$ cat config.mk
export PLATFORM = sky130hd
export DESIGN_NAME = logic_unit_pipe
export DESIGN_NICKNAME = d
export VERILOG_FILES = /design/src/rtl/logic_unit_pipe.sv
export SDC_FILE = /design/constraint.sdc
export NUM_CORES = 1
export LEC_CHECK = 0
export BUFFER_PORTS_ARGS = -buffer_cell sky130_fd_sc_hd__buf_4
export CELL_PAD_IN_SITES_DETAIL_PLACEMENT = 1
export CELL_PAD_IN_SITES_GLOBAL_PLACEMENT = 1
export CORE_MARGIN = 3
export CORE_UTILIZATION = 43
export DETAILED_ROUTE_END_ITERATION = 8
export PLACE_DENSITY_LB_ADDON = 0.1
export SYNTH_ARGS = -nofsm -noshare
export SYNTH_HDL_FRONTEND = slang
export SYNTH_SLANG_ARGS = --single-unit
$ cat constraint.sdc
create_clock -name clk -period 2.03 [get_ports clk]
set_input_delay 0.1015 -clock clk [delete_from_list [all_inputs] [get_ports clk]]
set_output_delay 0.1015 -clock clk [all_outputs]
set_load 0.05 [all_outputs]
$ cat src/rtl/logic_unit_pipe.sv
`default_nettype none
// ============================================================================
// Module      : logic_unit_pipe
// Description : Two-stage pipelined WIDTH-bit bitwise logic unit.
//               Per-transaction op select (AND/OR/NOT/NAND/NOR/XOR/XNOR),
//               valid/ready on both sides, 2-cycle latency, full throughput.
//               Op 7 is illegal: result passes operand a through and the
//               sticky err flag is raised.
// Config      : define LOGIC_UNIT_REDUCE_EN to add registered y_all/y_any/y_par.
// Revision    : 1.0 - initial release
// ============================================================================
module logic_unit_pipe #(
    parameter int WIDTH = 8
) (
    input  logic             clk,
    input  logic             rst_n,
    input  logic             in_valid,
    output logic             in_ready,
    input  logic [2:0]       op,
    input  logic [WIDTH-1:0] a,
    input  logic [WIDTH-1:0] b,
    output logic             out_valid,
    input  logic             out_ready,
    output logic [WIDTH-1:0] y,
`ifdef LOGIC_UNIT_REDUCE_EN
    output logic             y_all,
    output logic             y_any,
    output logic             y_par,
`endif
    output logic             err,
    input  logic             err_clr
);

    localparam logic [2:0] c_OP_AND     = 3'd0;
    localparam logic [2:0] c_OP_OR      = 3'd1;
    localparam logic [2:0] c_OP_NOT     = 3'd2;
    localparam logic [2:0] c_OP_NAND    = 3'd3;
    localparam logic [2:0] c_OP_NOR     = 3'd4;
    localparam logic [2:0] c_OP_XOR     = 3'd5;
    localparam logic [2:0] c_OP_XNOR    = 3'd6;
    localparam logic [2:0] c_OP_ILLEGAL = 3'd7;

    // Stage 1: captured operands
    logic             r_s1_valid;
    logic [2:0]       r_s1_op;
    logic [WIDTH-1:0] r_s1_a;
    logic [WIDTH-1:0] r_s1_b;

    // Stage 2: registered result
    logic             r_s2_valid;
    logic [WIDTH-1:0] r_s2_y;
    logic             r_err;

    logic             w_s2_ready;
    logic             w_in_ready;
    logic             w_accept;
    logic             w_xfer;
    logic [WIDTH-1:0] w_result;

    // Ready chain is purely combinational so a full pipe can drain, shift and
    // accept in the same edge without a bubble.
    assign w_s2_ready = !r_s2_valid || out_ready;
    assign w_in_ready = !r_s1_valid || w_s2_ready;
    assign w_accept   = in_valid && w_in_ready;
    assign w_xfer     = r_s1_valid && w_s2_ready;

    // Stage 1 register: load on acceptance, empty when handed to stage 2
    always_ff @(posedge clk or negedge rst_n) begin
        if (!rst_n) begin
            r_s1_valid <= 1'b0;
            r_s1_op    <= 3'd0;
            r_s1_a     <= '0;
            r_s1_b     <= '0;
        end else if (w_accept) begin
            r_s1_valid <= 1'b1;
            r_s1_op    <= op;
            r_s1_a     <= a;
            r_s1_b     <= b;
        end else if (w_xfer) begin
            r_s1_valid <= 1'b0;
        end
    end

    // Bitwise function of the stage 1 contents; illegal op passes a through
    always_comb begin
        w_result = r_s1_a;
        case (r_s1_op)
            c_OP_AND:  w_result = r_s1_a & r_s1_b;
            c_OP_OR:   w_result = r_s1_a | r_s1_b;
            c_OP_NOT:  w_result = ~r_s1_a;
            c_OP_NAND: w_result = ~(r_s1_a & r_s1_b);
            c_OP_NOR:  w_result = ~(r_s1_a | r_s1_b);
            c_OP_XOR:  w_result = r_s1_a ^ r_s1_b;
            c_OP_XNOR: w_result = ~(r_s1_a ^ r_s1_b);
            default:   w_result = r_s1_a;
        endcase
    end

    // Stage 2 register: load on transfer, empty on consumption; data holds otherwise
    always_ff @(posedge clk or negedge rst_n) begin
        if (!rst_n) begin
            r_s2_valid <= 1'b0;
            r_s2_y     <= '0;
        end else if (w_xfer) begin
            r_s2_valid <= 1'b1;
            r_s2_y     <= w_result;
        end else if (out_ready) begin
            r_s2_valid <= 1'b0;
        end
    end

    // Sticky error: a new illegal acceptance takes priority over a clear
    always_ff @(posedge clk or negedge rst_n) begin
        if (!rst_n) begin
            r_err <= 1'b0;
        end else if (w_accept && (op == c_OP_ILLEGAL)) begin
            r_err <= 1'b1;
        end else if (err_clr) begin
            r_err <= 1'b0;
        end
    end

`ifdef LOGIC_UNIT_REDUCE_EN
    logic r_s2_all;
    logic r_s2_any;
    logic r_s2_par;

    // Reduction flags travel in stage 2 alongside the result they describe
    always_ff @(posedge clk or negedge rst_n) begin
        if (!rst_n) begin
            r_s2_all <= 1'b0;
            r_s2_any <= 1'b0;
            r_s2_par <= 1'b0;
        end else if (w_xfer) begin
            r_s2_all <= &w_result;
            r_s2_any <= |w_result;
            r_s2_par <= ^w_result;
        end
    end

    assign y_all = r_s2_all;
    assign y_any = r_s2_any;
    assign y_par = r_s2_par;
`endif

    assign in_ready  = w_in_ready;
    assign out_valid = r_s2_valid;
    assign y         = r_s2_y;
    assign err       = r_err;

endmodule
`default_nettype wire

==> results of run 1 <==
-- metal layers --
layer	global-route usage (%)	vias up	wire [um]
met3	4.59	4	191
met2	30.6	33	2170
met1	23.1	748	2120
met4	4.83	0	26
li1	-	757	-
met5	0	-	0
-- final cells by class --
cell class	instances	area, um^2
multi-input cells	134	1090
well taps	52	65.1
inverters	21	78.8
flip-flops and latches	30	753
fillers	500	2040
clock buffers	7	86.3
repair buffers	39	295
clock inverters	1	5.00
-- where the power goes --
group / internal [mW] / switching [mW] / total, mW
clock: 0.273 / 0.226 / 0.499
sequential: 0.716 / 0.145 / 0.861
combinational: 0.409 / 0.555 / 0.964
total: 1.40 / 0.926 / 2.32
-- synthesized netlist by cell type, types with 5 or more instances --
cell	instances
nand2b_1	10
mux2_2	20
buf_2	5
a221oi_2	5
a22o_1	5
o31ai_1	6
inv_1	21
dfrtp_1	30
ha_1	16
o21ai_0	6
nor2_1	10
nand2_1	21
-- repair_timing --
action,CTS,global route
endpoints found under the hold margin,30,0
gates resized for setup,0,1
hold buffers,1,0
endpoints found under the setup margin,0,1
-- registers in the layout (all words and copies together), names as in the netlist --
register,count
y,8
out_valid,1
err,1
r_s1_a,8
r_s1_b,8
r_s1_op,3
r_s1_valid,1
-- final timing paths --
check / slack (ns) / to / cells after the start
setup / recovery: 0.23 / y[6] / 5
hold / removal: 0.01 / err / 2
setup reg to reg: 0.23 / y[6] / 5
hold reg to reg: 0.49 / y[4] / 2
max in group asynchronous: 1.43 / r_s1_op[1] / 2
min in group asynchronous: 0.28 / r_s1_a[7] / 2
-- critical path, stage by stage, from the launching register on --
cell      delay (ns)
dfrtp_1         0.75
buf_4           0.27
inv_1           0.11
o22ai_1         0.23
a221oi_2        0.09
o31ai_1         0.26
-- kinds of logic after synthesis --
| logic type | after synthesis | synth area share [%] |
|---|---|---|
| and+or+nand+nor | 53 | 13.7 |
| AOI/OAI and AO/OA | 45 | 19.8 |
| buffers and inverters | 31 | 7.30 |
| DFF | 30 | 37.8 |
| muxes | 20 | 11.3 |
| adders and majority gates | 16 | 10.1 |
-- per-stage QoR --
| step | setup WS (ns) | hold slack [ns] | area [um^2] | utilization (%) | power (mW) |
|---|---|---|---|---|---|
| 2_1_floorplan | 0.135 | -0.194 | 1990 | - | 1.56 |
| 3_3_place_gp | 0.321 | 0.0447 | 2270 | 51.5 | 1.80 |
| 3_5_place_dp | 0.265 | 0.0531 | 2270 | 51.5 | 1.84 |
| 4_1_cts | 0.230 | 0.00440 | 2370 | 53.8 | 2.35 |
| 5_1_grt | 0.0439 | 0.00442 | 2370 | 53.8 | 2.49 |
| 6_report | 0.230 | 0.0140 | 2370 | 53.8 | 2.32 |
-- cells in the final DEF, fill, tap and decap left out, types with 2 or more instances in the layout --
master    Yosys  layout
o22ai_1       4       4
or4b_1        2       2
buf_4         1      38
a211oi_1      3       3
dfrtp_2       0       2
dfrtp_1      30      28
o21ai_0       6       6
o22ai_2       4       4
ha_1         16      16
nand2_1      21      21
nand2b_1     10      10
o31ai_2       2       2
a22o_1        5       5
nor2_1       10      10
mux2_2       20      20
clkbuf_8      0       6
a221oi_2      5       5
o31ai_1       6       6
a221oi_1      4       4
inv_1        21      21
nor2b_1       3       3
a21oi_1       3       3
==> results.py, run 1 <==
metrics = {
    "clocking": {
        "path_clk_slew_ns": 0.07,
        "cts_buffers": 5,
        "clock_latency_ns": 0.28,
        "cts_max_level": 2,
        "cts_tree": "done",
        "cts_sinks": 30,
        "post_cts_buffers": 0,
        "cts.root.buffer_cell": "clkbuf_8",
        "clk_path_buf_depth": 2,
    },
    "final_layout": {
        "fin_cells": 284,
        "drive_gt1_share_pct": 35.8,
        "syn_to_final_growth_pct": 19.5,
        "nets": 271,
        "antennaDiodeCount": 0,
    },
    "worst_setup_path": {
        "reg2reg_from": "r_s1_op[2]",
        "cp-end-kind": "register",
        "cp.required_ns": 2.21,
        "cp.arrival_ns": 1.98,
        "crit_path_start_kind": "register",
        "crit_fanout": 18,
        "startpoint": "r_s1_op[2]",
        "crit_type": "register to register",
    },
    "timing": {
        "final-setup-viol-count": 0,
        "min_period_ns": 1.80,
        "period_share_pct": 88.7,
        "tns_ns": 0,
        "final_hold_viol_count": 0,
        "timing.fmax_mhz": 556,
        "maxSlewHeadroom_pct": 58.0,
        "tightest_slew_ns": 0.630,
        "slew_viol_final": 0,
        "fin_skew_ns": 0.00655,
        "rsz0062_at_grt": "no",
    },
    "drt": {
        "finalWirelength_mm": 4.51,
        "drt_pass1_iterations": 4,
        "routedWlPerCell_um": 15.9,
        "vias_per_cell": 5.43,
        "drtAntennaViolNets": 0,
        "drc": 0,
        "vias": 1542,
        "first_iter_violations": 55,
    },
    "place": {
        "gp_congestion": 0.888,
        "dp_hpwl_mm": 3.52,
        "port_buffers": 34,
        "place_inst": 275,
    },
    "synth": {
        "synth_nets": 235,
        "synth_edf_count": 0,
        "ys_seq_area_share_pct": 37.8,
        "synthCells": 195,
        "ys_warn_count": 0,
        "yosysTopAreaCellShare_pct": 37.8,
        "synth.distinct_cells": 35,
        "async_flop_share_pct": 100,
        "synth-seq-cells": 30,
        "syn_area_mm2": 0.00199,
        "syn_area_per_cell_um2": 10.2,
        "synth_area_leaders": "dfrtp_1 38%, mux2_2 11%, ha_1 10%",
        "ys.flop_type": "dfrtp_1",
        "synth_area_leader_cell": "dfrtp_1",
    },
    "pwr": {
        "p_per_area_mw_per_mm2": 979,
        "leakagePower_nw": 1.13,
        "peakVddDrop_mv": 0.408,
    },
    "global_routing": {
        "grt_pass1_wl_mm": 7.64,
        "grt_pass1_vias": 1603,
        "grt_usage_pct": 18.1,
        "antenna_found_initial": 0,
        "globalRouteOverflowTotal": 0,
        "grt_max_degree": 31,
    },
    "die": {
        "num_rows": 24,
        "initial_core_util_pct": 45.0,
        "die_w_um": 74.0,
        "dieArea_mm2": 0.00547,
        "die_h_um": 74.0,
        "core_area_mm2": 0.00441,
        "io-pin-count": 35,
    },
    "hold_path": {
        "holdCritPathClass": "input pin to register",
        "min_from": "err_clr",
    },
    "flow_run": {
        "cap_violations": 0,
    },
    "outcome": {
        "outcome": "complete, no violations",
    },
}
No activity file was read; power rests on OpenSTA's default activity.
==> run 2, diff against run 1 <==
==> constraint.sdc (replaced) <==
create_clock -name clk -period 1.85 [get_ports clk]
set_input_delay 0.0925 -clock clk [delete_from_list [all_inputs] [get_ports clk]]
set_output_delay 0.0925 -clock clk [all_outputs]
set_load 0.05 [all_outputs]
==> run 2 against run 1 <==
Utilization increased by 0.51 points. Sequential power up 6.6%. Critical path depth grew 1. Maximum frequency is 7.6% higher. Die area is the same. Design area is 0.95% higher. Critical endpoint is now y[7]. Setup slack worse by 0.053 ns. Count of clock-buffer cells in the layout grew 1. Wire length grew 10%. Via count is 3.7% higher. Non-clock buffer count rose by 3. Worst hold slack worse by 0.0078 ns.
==> results.py, run 2 (synthesis results as in run 1) <==
metrics = {
    "timing": {
        "hold_ws_ns": 0.00616,
        "period_share_pct": 90.4,
        "tightest_slew_ns": 0.634,
        "min_period_ns": 1.67,
        "maxSlewHeadroom_pct": 57.6,
        "slew_viol_final": 0,
        "timing.fmax_mhz": 598,
        "final-setup-viol-count": 0,
        "final_hold_viol_count": 0,
        "fin_skew_ns": 0.00533,
        "rsz0062_at_grt": "no",
    },
    "die": {
        "dieArea_mm2": 0.00547,
        "die_w_um": 74.0,
        "io-pin-count": 35,
        "initial_core_util_pct": 45.0,
        "num_rows": 24,
        "core_area_mm2": 0.00441,
        "die_h_um": 74.0,
    },
    "clocking": {
        "clock_latency_ns": 0.28,
        "cts_max_level": 2,
        "cts_buffers": 5,
        "cts_resized": 0,
        "cts_sinks": 30,
        "cts_tree": "done",
        "clk_path_buf_depth": 2,
        "path_clk_slew_ns": 0.06,
        "cts.root.buffer_cell": "clkbuf_8",
    },
    "worst_setup_path": {
        "crit_type": "register to register",
        "cp.required_ns": 2.04,
        "crit_chain": "inv_1 > ha_1 > or4b_1 > o211ai_2 > a221oi_2 > o31ai_2",
        "reg2reg_depth": 6,
        "cp-end-kind": "register",
        "crit_fanout": 5,
        "r2r_end": "y[7]",
        "cp-endpoint": "y[7]",
        "r2r_slack_ns": 0.18,
        "max_stage_delay_ns": 0.50,
        "startpoint": "r_s1_a[7]",
        "cp.arrival_ns": 1.86,
        "cp_slowest_cell": "or4b_1",
        "cp.depth": 6,
        "reg2reg_from": "r_s1_a[7]",
        "cp_num_buf_inv": 1,
        "crit_family": "simple AND/OR/NAND/NOR gates",
        "crit_path_start_kind": "register",
    },
    "global_routing": {
        "globalRouteOverflowTotal": 0,
        "grt_pass1_wl_mm": 8.45,
        "antenna_found_initial": 0,
        "grt_pass1_vias": 1729,
        "grt_usage_pct": 20.6,
        "grt_max_degree": 31,
    },
    "drt": {
        "drc": 0,
        "vias_per_cell": 5.57,
        "routedWlPerCell_um": 17.3,
        "vias": 1599,
        "first_iter_violations": 68,
        "drt_pass1_iterations": 4,
        "drtAntennaViolNets": 0,
        "finalWirelength_mm": 4.96,
    },
    "final_layout": {
        "fillers": 505,
        "syn_to_final_growth_pct": 20.7,
        "antennaDiodeCount": 0,
        "mostFrequentLayoutCell": "buf_4",
        "multi_input_area_mm2": 0.00109,
        "drive_gt1_share_pct": 35.3,
        "final_util_pct": 54.3,
        "final_cell_mix": "40 x buf_4, 29 x dfrtp_1, 21 x inv_1, 21 x nand2_1, 20 x mux2_2",
        "ff_latch_area_um2": 752,
        "nets": 274,
        "final_area_mm2": 0.00240,
    },
    "pwr": {
        "seqPwrFrac_pct": 36.1,
        "switching_share_pct": 40.2,
        "p_per_area_mw_per_mm2": 1060,
        "p_clk_share_pct": 19.7,
        "p_total_mw": 2.54,
        "internal_power_mw": 1.52,
        "combinationalPowerShare_pct": 44.2,
        "p_switching_mw": 1.02,
        "peakVddDrop_mv": 0.520,
        "leakagePower_nw": 1.14,
    },
    "outcome": {
        "outcome": "complete, no violations",
    },
    "place": {
        "gp_congestion": 0.802,
        "port_buffers": 34,
        "dp_hpwl_mm": 3.73,
        "placed_cell_area_mm2": 0.00231,
    },
    "hold_path": {
        "holdCritPathClass": "input pin to register",
    },
    "flow_run": {
        "cap_violations": 0,
    },
}
==> run 2: layer usage <==
metal	share of wire, %	GRT usage, %	up-vias	wire (um)
met2	48	33.4	45	2370
met1	46	26.6	778	2290
met3	3.7	4.46	13	181
met5	0	0	-	0
li1	-	-	763	-
met4	2.2	8.65	0	109
==> run 2: worst min-delay path by stage <==
stage | from | to | depth (start not counted) | slack, ns
after global placement | rst_n | y[7] | 1 | 0.05
final | in_valid | r_s1_valid | 2 | 0.006
after global routing | in_valid | r_s1_valid | 2 | 0.01
after floorplan | rst_n | err | 0 | -0.20
after detailed placement | rst_n | y[7] | 1 | 0.06
after CTS | in_valid | r_s1_valid | 2 | 0.004
==> run 2: through the flow <==
stage                     setup TNS [ns]  std cells  setup slack [ns]
after CTS                              0        287             0.171
after detailed placement               0        278             0.192
final                                  0        287             0.177
after global placement                 0        278             0.262
after global routing                   0        287            0.0699
after floorplan                   -0.404        195           -0.0229
==> run 2: what timing repair did <==
action / in CTS / in global routing
endpoints found under the hold margin: 30 / 0
setup buffers: 0 / 0
endpoints found under the setup margin: 0 / 0
hold buffers: 1 / 0
==> run 2: power by group through the flow <==
| stage | Sequential, mW | Clock (mW) | Combinational [mW] |
|---|---|---|---|
| after global placement | 0.918 | 0 | 1.09 |
| final | 0.918 | 0.501 | 1.12 |
| after CTS | 0.919 | 0.518 | 1.13 |
| after detailed placement | 0.931 | 0 | 1.13 |
| after global routing | 0.939 | 0.556 | 1.23 |
| after floorplan | 1.12 | 0 | 0.596 |
==> run 2: layout make-up <==
type | instances | share of cell area (%)
Sequential cell | 30 | 31.4
Inverter | 21 | 3.29
Timing Repair Buffer | 42 | 13.8
Multi-Input combinational cell | 134 | 45.5
Clock buffer | 8 | 3.34
Tap cell | 52 | 2.71
